--- src/rtl/mem_bus_arbiter.sv ---
// Shares one tagged memory bus between I-cache and D-cache and steers load tags back to their owner.
// Optional grant/conflict counters are enabled with `define MEM_ARB_STATS_EN.
module mem_bus_arbiter #(
    parameter int XLEN       = 32,
    parameter int NUM_TAGS   = 16,
    parameter int MAX_STARVE = 4
) (
    input  logic            clock,
    input  logic            reset,
    input  logic [1:0]      icache_command,
    input  logic [XLEN-1:0] icache_addr,
    input  logic [63:0]     icache_data,
    input  logic [1:0]      icache_size,
    input  logic [1:0]      dcache_command,
    input  logic [XLEN-1:0] dcache_addr,
    input  logic [63:0]     dcache_data,
    input  logic [1:0]      dcache_size,
    output logic [3:0]      icache_response,
    output logic [3:0]      dcache_response,
    output logic [3:0]      icache_tag,
    output logic [3:0]      dcache_tag,
    output logic [63:0]     mem_data_out,
    output logic [1:0]      proc2mem_command,
    output logic [XLEN-1:0] proc2mem_addr,
    output logic [63:0]     proc2mem_data,
    output logic [1:0]      proc2mem_size,
    input  logic [3:0]      mem2proc_response,
    input  logic [63:0]     mem2proc_data,
    input  logic [3:0]      mem2proc_tag,
`ifdef MEM_ARB_STATS_EN
    output logic [31:0]     stat_igrant,
    output logic [31:0]     stat_dgrant,
    output logic [31:0]     stat_conflict,
`endif
    output logic            arb_err
);

    localparam logic [1:0] BUS_NONE = 2'd0;
    localparam logic [1:0] BUS_LOAD = 2'd1;
    localparam int         SW       = $clog2(MAX_STARVE + 1);
    localparam logic [SW-1:0] STARVE_MAX = SW'(MAX_STARVE);

    logic                i_req, d_req, grant_i, grant_d;
    logic                accepted, alloc, ret_hit;
    logic [SW-1:0]       starve_q, starve_d;
    logic [NUM_TAGS-1:0] valid_q, valid_d;
    logic [NUM_TAGS-1:0] owner_q, owner_d;
    logic                err_q, err_d;

    assign i_req   = icache_command != BUS_NONE;
    assign d_req   = dcache_command != BUS_NONE;
    assign grant_i = i_req && (!d_req || starve_q == STARVE_MAX);
    assign grant_d = d_req && !grant_i;

    always_comb begin
        proc2mem_command = BUS_NONE;
        proc2mem_addr    = '0;
        proc2mem_data    = '0;
        proc2mem_size    = '0;
        icache_response  = '0;
        dcache_response  = '0;
        unique case (1'b1)
            grant_i: begin
                proc2mem_command = icache_command;
                proc2mem_addr    = icache_addr;
                proc2mem_data    = icache_data;
                proc2mem_size    = icache_size;
                icache_response  = mem2proc_response;
            end
            grant_d: begin
                proc2mem_command = dcache_command;
                proc2mem_addr    = dcache_addr;
                proc2mem_data    = dcache_data;
                proc2mem_size    = dcache_size;
                dcache_response  = mem2proc_response;
            end
            default: ;
        endcase
    end

    assign accepted     = (grant_i || grant_d) && mem2proc_response != '0;
    assign alloc        = accepted && proc2mem_command == BUS_LOAD;
    assign ret_hit      = mem2proc_tag != '0 && valid_q[mem2proc_tag];
    assign icache_tag   = (ret_hit && !owner_q[mem2proc_tag]) ? mem2proc_tag : 4'd0;
    assign dcache_tag   = (ret_hit && owner_q[mem2proc_tag]) ? mem2proc_tag : 4'd0;
    assign mem_data_out = mem2proc_data;
    assign arb_err      = err_q;

    always_comb begin
        starve_d = starve_q;
        if (!i_req || grant_i) begin
            starve_d = '0;
        end else if (grant_d && starve_q != STARVE_MAX) begin
            starve_d = starve_q + 1'b1;
        end
    end

    // The return clears before the allocate so a same-edge reuse of a tag is legal.
    always_comb begin
        valid_d = valid_q;
        owner_d = owner_q;
        err_d   = err_q;
        if (mem2proc_tag != '0) begin
            if (ret_hit) valid_d[mem2proc_tag] = 1'b0;
            else         err_d = 1'b1;
        end
        if (alloc) begin
            if (valid_d[mem2proc_response]) err_d = 1'b1;
            valid_d[mem2proc_response] = 1'b1;
            owner_d[mem2proc_response] = grant_d;
        end
    end

    always_ff @(posedge clock or negedge reset) begin
        if (!reset) begin
            starve_q <= '0;
            valid_q  <= '0;
            owner_q  <= '0;
            err_q    <= 1'b0;
        end else begin
            starve_q <= starve_d;
            valid_q  <= valid_d;
            owner_q  <= owner_d;
            err_q    <= err_d;
        end
    end

`ifdef MEM_ARB_STATS_EN
    logic [31:0] igrant_q, dgrant_q, conflict_q;

    always_ff @(posedge clock or negedge reset) begin
        if (!reset) begin
            igrant_q   <= '0;
            dgrant_q   <= '0;
            conflict_q <= '0;
        end else begin
            if (accepted && grant_i) igrant_q <= igrant_q + 32'd1;
            if (accepted && grant_d) dgrant_q <= dgrant_q + 32'd1;
            if (i_req && d_req)      conflict_q <= conflict_q + 32'd1;
        end
    end

    assign stat_igrant   = igrant_q;
    assign stat_dgrant   = dgrant_q;
    assign stat_conflict = conflict_q;
`endif

endmodule

--- config.mk ---
export PLATFORM = sky130hd
export DESIGN_NAME = mem_bus_arbiter
export DESIGN_NICKNAME = d
export VERILOG_FILES = /design/src/rtl/mem_bus_arbiter.sv
export SDC_FILE = /design/constraint.sdc
export NUM_CORES = 1
export LEC_CHECK = 0
export BUFFER_PORTS_ARGS = -buffer_cell sky130_fd_sc_hd__buf_2
export CAP_MARGIN = 5
export CORE_AREA = 3 3 173 175
export CTS_CLUSTER_DIAMETER = 200
export DETAILED_ROUTE_END_ITERATION = 7
export DIE_AREA = 0 0 176 178
export HOLD_SLACK_MARGIN = 0.03
export PLACE_DENSITY = 0.5
export SYNTH_ARGS = -nofsm -noshare
export SYNTH_HDL_FRONTEND = slang
export SYNTH_SLANG_ARGS = --single-unit
--- constraint.sdc ---
create_clock -name clock -period 2.2 [get_ports clock]
set_input_delay 0.33 -clock clock [delete_from_list [all_inputs] [get_ports clock]]
set_output_delay 0.33 -clock clock [all_outputs]
set_load 0.02 [all_outputs]
**Yosys cells after proc, flatten, opt, wreduce, memory -nomap -nowiden**

Cells that the tools add are included.
Widths: inputs -> output; s select.

- Shift operators: 0
- Add/sub/neg operators: 1
- Multiplexer cells: 28
- Bitwise operators: 3
- Equality and inequality tests: 3
- Multipliers: 0
- $lt $le $gt $ge: 4
- Div/mod/pow operators: 0
- Reductions and logical operators: 22

Operator list:

| operator | number |
|---|---|
| $pmux 64 s2 | 1 |
| $pmux 32 s2 | 1 |
| $mux 16 | 3 |
| $and 16x16->16 | 1 |
| $bwmux 16 | 1 |
| $mux 4 | 4 |
| $not 16->16 | 1 |
| $or 16x16->16 | 1 |
| $bmux 1 s4 | 3 |
| $logic_and 1x1->1 | 10 |
| $lt 4x5->1 const B | 2 |
| $mux 1 | 9 |
| $demux 1 s4 | 2 |
| $ge 4x1->1 const B | 2 |
| $pmux 2 s2 | 2 |
| $reduce_bool 4->1 | 2 |
| $mux 3 | 2 |
| $reduce_bool 2->1 | 3 |
| $logic_not 1->1 | 4 |
| $add 3x1->3 const B | 1 |
| $eq 3x3->1 const B | 1 |
| $logic_or 1x1->1 | 3 |
| $ne 3x3->1 const B | 1 |
| $eq 2x1->1 const B | 1 |

- RAM bits: 0
- Input port bits: 274
- Latch bits: 0
- Register bits after elaboration: 36
- Word-level logic and storage cells: 65
- Memories kept: 0
- Bits in read-only memories: 0

**Longest topological paths before layout**

- Depth after elaboration: 12
- Depth in mapped cells: 8

**Least setup slack after synthesis**

Ideal clock, no wire load.

- Kind: input-to-output
- Start: input port mem2proc_tag[0]
- End: output port icache_tag[3]
- Path buffers: 1
- Stages: 4
- Data arrival time: 1.946 ns
- Slack: -0.076 ns
- Path through: buf_6 -> mux4_2 -> mux4_2 -> nor3_1

- Cells in the longest elaborated chain, start to end: 5

RTL lines:

| what | line | source |
|---|---|---|
| start: declaration | 29 | `input logic [3:0] mem2proc_tag,` |
| $bmux 1 s4, on equally long branches | 83, 84 |  |
| $mux 1, on equally long branches | 83, 84 |  |
| $logic_and 1x1->1 or $logic_not 1->1 (tied branches) | 83, 84 |  |
| $logic_and 1x1->1 (*) | 84 | `assign icache_tag = (ret_hit && !owner_q[mem2proc_tag]) ? mem2proc_tag : 4'd0;` |
| $mux 4 (*) | 84 |  |
| end: declaration | 20 | `output logic [3:0] icache_tag,` |

Mark *: on every way between the ends. The rest lies on a longest branch, timed or not. The select of a mux whose other input is x is not followed.

**Worst setup path after layout**

- Start: register owner_q[7]
- End: output port icache_tag[1]

- Cells in the longest elaborated chain, start to end: 5

RTL lines:

| what | line | source |
|---|---|---|
| start: declaration | 47 | `logic [NUM_TAGS-1:0] owner_q, owner_d;` |
| start signal: assignment | 123 | `owner_q <= owner_d;` |
| $bmux 1 s4 | 84 |  |
| $mux 1 (implied by the code) | 84 |  |
| $logic_not 1->1 | 84 |  |
| $logic_and 1x1->1 | 84 |  |
| $mux 4 | 84 |  |

Every way passes these cells. The select of a mux whose other input is x is not followed.

==> metrics.txt <==
# TYPE chip_impl_metric gauge
chip_impl_info{name="status",value="finished, violations left"} 1
chip_impl_info{name="violations",value="setup timing"} 1
chip_impl_info{name="crit_path_cell_trace",value="mux4_2 > mux4_2 > nor3b_2 > and2_2 > buf_4"} 1
chip_impl_metric{name="fp.dieArea",unit="um^2"} 31300
chip_impl_metric{name="routed_wirelength",unit="um"} 23500
chip_impl_metric{name="clock_skew",unit="ns"} 0.00385
chip_impl_info{name="timing.rr.start",value="starve_q[1]$_DFFE_PN0P_"} 1
chip_impl_metric{name="port-buffer-count",unit=""} 326
chip_impl_metric{name="synth-xor-area-share",unit="%"} 0.248
chip_impl_metric{name="timing_max_transition_violations_final",unit=""} 0
chip_impl_info{name="clock-root-buffer",value="sky130_fd_sc_hd__clkbuf_16"} 1
chip_impl_metric{name="critical_path_required",unit="ns"} 1.87
chip_impl_metric{name="grt_first_pass_wirelength",unit="um"} 31900
chip_impl_metric{name="fin_total_pwr",unit="mW"} 4.99
chip_impl_metric{name="num_rows",unit=""} 62
chip_impl_metric{name="vias_in_the_first_global_route",unit=""} 4492
chip_impl_metric{name="post_dp_cell_area",unit="um^2"} 5360
chip_impl_metric{name="remaining_drc_errors",unit=""} 0
chip_impl_metric{name="gr-total-overflow",unit=""} 0
chip_impl_metric{name="fmax",unit="GHz"} 0.398
chip_impl_metric{name="total_via_count_in_the_routed_design",unit=""} 4503
chip_impl_metric{name="worst_pin_slew",unit="ns"} 0.829
chip_impl_info{name="critical_path.startpoint_type",value="flop"} 1
chip_impl_metric{name="final-setup-viol-count",unit=""} 104
chip_impl_metric{name="placeableCoreArea",unit="um^2"} 28600
chip_impl_info{name="worstSetupPathType",value="flop to output port"} 1
chip_impl_metric{name="detail_routed_net_length_per_standard_cell",unit="um"} 21.7
chip_impl_metric{name="synthToLayoutAreaGrowth",unit="%"} 105
chip_impl_metric{name="mapped_cell_area",unit="um^2"} 3530
chip_impl_info{name="tritoncts_clock_tree",value="done"} 1
chip_impl_metric{name="postLayoutSetupSlackWorst",unit="ns"} -0.310
chip_impl_metric{name="top_level_ports",unit=""} 455
chip_impl_metric{name="power_frac_seq",unit="%"} 18.5
chip_impl_metric{name="yosys.area_share.simple",unit="%"} 10.9
chip_impl_metric{name="routabilityCongestion",unit=""} 0.886
chip_impl_metric{name="maximum_number_of_pins_on_one_net_before_global_route_repair",unit=""} 37
chip_impl_metric{name="timing.slew.headroom",unit="%"} 44.7
chip_impl_metric{name="dp.final_hpwl",unit="um"} 18300
chip_impl_metric{name="grt.met1_usage",unit="%"} 16.2
chip_impl_metric{name="netlist_instances",unit=""} 391
chip_impl_metric{name="clkPwrFrac",unit="%"} 14.5
chip_impl_info{name="critPathCaptureType",value="output port"} 1
chip_impl_metric{name="finalCritPeriodShare",unit="%"} 114
chip_impl_info{name="cp_slowest_cell",value="sky130_fd_sc_hd__mux4_2"} 1
chip_impl_metric{name="synth_compound_area_share",unit="%"} 33.1
chip_impl_metric{name="drt-pass1-iter-count",unit=""} 4
chip_impl_metric{name="cts_max_path_buffers",unit=""} 2
chip_impl_metric{name="placedCellCount",unit=""} 1043
chip_impl_metric{name="final.min_clock_period",unit="ns"} 2.51
chip_impl_metric{name="grt_antenna_before_repair",unit=""} 12
chip_impl_metric{name="synth_cell_type_count",unit=""} 40
chip_impl_metric{name="p_leak",unit="nW"} 3.57
chip_impl_metric{name="crit_fanout",unit=""} 3
chip_impl_metric{name="global_route.usage.total",unit="%"} 14.0
chip_impl_metric{name="placement.setup.worst_slack",unit="ns"} -0.259
chip_impl_metric{name="drt_first_iter_violations",unit=""} 253
chip_impl_metric{name="power_per_standard_cell_area",unit="nW/um^2"} 689
chip_impl_metric{name="synth_seq_area_share",unit="%"} 25.5
chip_impl_metric{name="die_h",unit="um"} 178
chip_impl_metric{name="edff_count_synth",unit=""} 0
chip_impl_metric{name="number_of_warnings_reported_in_the_yosys_synthesis_log",unit=""} 0
chip_impl_metric{name="async_reset_ff_share",unit="%"} 100
chip_impl_metric{name="cts.clk_slew.worst_paths",unit="ns"} 0.05
chip_impl_metric{name="cts_max_level",unit=""} 2
chip_impl_metric{name="die_x",unit="um"} 176
chip_impl_info{name="critical_path.most_common_cell",value="sky130_fd_sc_hd__mux4_2"} 1
chip_impl_metric{name="cts_made_buffers",unit=""} 5
chip_impl_metric{name="total_switching_power",unit="mW"} 1.91
chip_impl_metric{name="ff2ff_setup_slack",unit="ns"} 0.11
chip_impl_metric{name="design_area",unit="um^2"} 7240
chip_impl_metric{name="worst_ep_arrival_time",unit="ns"} 2.18
chip_impl_metric{name="met3_global_route_usage",unit="%"} 4.62
chip_impl_metric{name="worst_vdd_ir",unit="mV"} 0.338
chip_impl_metric{name="synth_adder_area_share",unit="%"} 0.709
chip_impl_metric{name="maxCapViolations",unit=""} 0
chip_impl_info{name="synth_ff_type",value="sky130_fd_sc_hd__dfrtp_1"} 1
chip_impl_metric{name="mappedNetlistNets",unit=""} 667
chip_impl_metric{name="max_stage_delay",unit="ns"} 0.52
chip_impl_metric{name="effective_utilization_at_floorplan",unit="%"} 12.3
chip_impl_metric{name="post_synth_mux_area_share",unit="%"} 10.8
chip_impl_metric{name="viasPerCell",unit=""} 4.16
chip_impl_metric{name="final_hold_violations",unit=""} 0
chip_impl_metric{name="worstSkewPairLatency",unit="ns"} 0.28
chip_impl_info{name="grt-busiest-layer",value="met2"} 1
chip_impl_metric{name="worst_reg2reg_path_depth",unit=""} 9
chip_impl_metric{name="combinationalPowerShare",unit="%"} 67.0
chip_impl_metric{name="postSynthAreaPerCell",unit="um^2"} 9.02
chip_impl_info{name="worstReg2RegEnd",value="owner_q[13]$_DFFE_PN0P_"} 1
chip_impl_info{name="worstHoldPathType",value="input pin to async pin"} 1
chip_impl_metric{name="nets",unit=""} 975
chip_impl_info{name="setup_repair_after_global_routing_missed_its_margin",value="yes"} 1
chip_impl_metric{name="global_route.usage.met2",unit="%"} 25.2
chip_impl_metric{name="power.share.switching",unit="%"} 38.3
chip_impl_metric{name="yosys_register_bits",unit=""} 36
chip_impl_info{name="synth_top_family_by_area",value="compound AO/OA/AOI/OAI gates"} 1
chip_impl_metric{name="final_layout_size_suffix_gt1_share",unit="%"} 67.7
chip_impl_metric{name="internal_power",unit="mW"} 3.08
chip_impl_metric{name="layout.cells.non_filler",unit=""} 1083
chip_impl_metric{name="clk_sinks",unit=""} 36
chip_impl_metric{name="n_antenna_cell",unit=""} 0
chip_impl_metric{name="remaining_number_of_nets_flagged_by_the_antenna_check_after_routing",unit=""} 0
chip_impl_metric{name="cts_hold_buffers",unit=""} 0
chip_impl_metric{name="fin_hold_ws",unit="ns"} 0.152
[synthesized netlist by cell type (4+ instances only)]
cell type / instances / area, um^2
sky130_fd_sc_hd__mux2_2: 9 / 101
sky130_fd_sc_hd__and2_1: 8 / 50.1
sky130_fd_sc_hd__nor3_1: 8 / 40.0
sky130_fd_sc_hd__nand2_1: 14 / 52.6
sky130_fd_sc_hd__o21ai_1: 4 / 20.0
sky130_fd_sc_hd__buf_4: 64 / 480
sky130_fd_sc_hd__nand2b_1: 6 / 37.5
sky130_fd_sc_hd__mux4_2: 12 / 270
sky130_fd_sc_hd__o41ai_1: 6 / 52.6
sky130_fd_sc_hd__o21ai_0: 29 / 145
sky130_fd_sc_hd__nor2_1: 17 / 63.8
sky130_fd_sc_hd__dfrtp_1: 36 / 901
sky130_fd_sc_hd__clkbuf_1: 23 / 86.3
sky130_fd_sc_hd__buf_2: 6 / 30.0
sky130_fd_sc_hd__inv_1: 10 / 37.5
sky130_fd_sc_hd__a22o_1: 98 / 858
sky130_fd_sc_hd__nand3_1: 5 / 25.0
[worst max path at each step]
stage / to / from / cells past startpoint
floorplan: proc2mem_data[27] / starve_q[0]$_DFFE_PN0P_ / 8
global placement: icache_tag[0] / mem2proc_tag[0] / 6
detailed placement: icache_tag[1] / mem2proc_tag[0] / 6
CTS: icache_tag[1] / owner_q[7]$_DFFE_PN0P_ / 5
global route: dcache_tag[3] / owner_q[7]$_DFFE_PN0P_ / 6
finish: icache_tag[1] / owner_q[7]$_DFFE_PN0P_ / 5
[cells in the final DEF, fill, tap and decap left out, types with 4 or more instances in the layout]
master and instances:
sky130_fd_sc_hd__mux2_2 9, sky130_fd_sc_hd__and2_4 4, sky130_fd_sc_hd__o41ai_1 6, sky130_fd_sc_hd__a22o_4 17
sky130_fd_sc_hd__buf_16 10, sky130_fd_sc_hd__a22o_1 81, sky130_fd_sc_hd__dfrtp_1 36, sky130_fd_sc_hd__inv_1 8
sky130_fd_sc_hd__buf_6 109, sky130_fd_sc_hd__nand3_1 4, sky130_fd_sc_hd__buf_2 213, sky130_fd_sc_hd__buf_8 13
sky130_fd_sc_hd__nor3_1 4, sky130_fd_sc_hd__buf_4 36, sky130_fd_sc_hd__nand2b_1 6, sky130_fd_sc_hd__clkbuf_16 8
sky130_fd_sc_hd__mux4_2 12, sky130_fd_sc_hd__nand2_1 13, sky130_fd_sc_hd__buf_12 12, sky130_fd_sc_hd__nor2_1 16
sky130_fd_sc_hd__o21ai_0 29
[power groups by stage]
stage	registers, mW	logic, mW	clock network [mW]
floorplan	0.888	1.43	0
global placement	0.928	2.19	0
detailed placement	0.927	2.21	0
CTS	0.919	3.20	0.747
global route	0.945	3.53	0.768
finish	0.925	3.34	0.723
[worst max-delay path: cells and delay by family (launching register included)]
kind / cells / cell delay (ns)
buffers and inverters: 1 / 0.13
and+or+nand+nor: 2 / 0.40
DFF: 1 / 0.38
muxes: 2 / 1.00
[registers in the layout (all words and copies together), names as in the netlist]
signal	count
arb_err	1
owner_q	16
starve_q	3
valid_q	16
[layout make-up]
type                       instances  area (um^2)
clock buffer                       7          153
fill                            3104        21400
inverter                          10         37.5
multi-input combinational        249         2290
sequential                        36          901
tap                              384          480
timing repair buffer             397         3380
[per-stage QoR]
stage | TNS (ns) | util, %
3_5_place_dp | -1.76 | 18.7
5_1_grt | -23.04 | 25.3
4_1_cts | -13.43 | 24.2
3_3_place_gp | -1.61 | 18.7
2_1_floorplan | 0 | -
6_report | -12.91 | 25.3
[layer usage]
| metal | vias to the layer above | share of wire, % | wire (um) |
|---|---|---|---|
| met4 | 20 | 2.1 | 493 |
| li1 | 2038 | - | - |
| met2 | 288 | 51 | 12100 |
| met3 | 50 | 8.6 | 2020 |
| met5 | - | 0.58 | 136 |
| met1 | 2107 | 37 | 8820 |
[cells by family after synthesis]
kind of cell    Yosys count
flops                    36
compound gates          150
fa+ha+maj                 2
xor+xnor                  1
mux                      22
simple gates             74
buf+inv                 106
[timing repair]
item                       4_1_cts  5_1_grt
setup endpoints to repair      114      128
buffers inserted                13       10
cloned                          14        3
resized for setup              254       73
pin swaps                       20       46
Note: power is estimated with default switching activity, not from simulation.
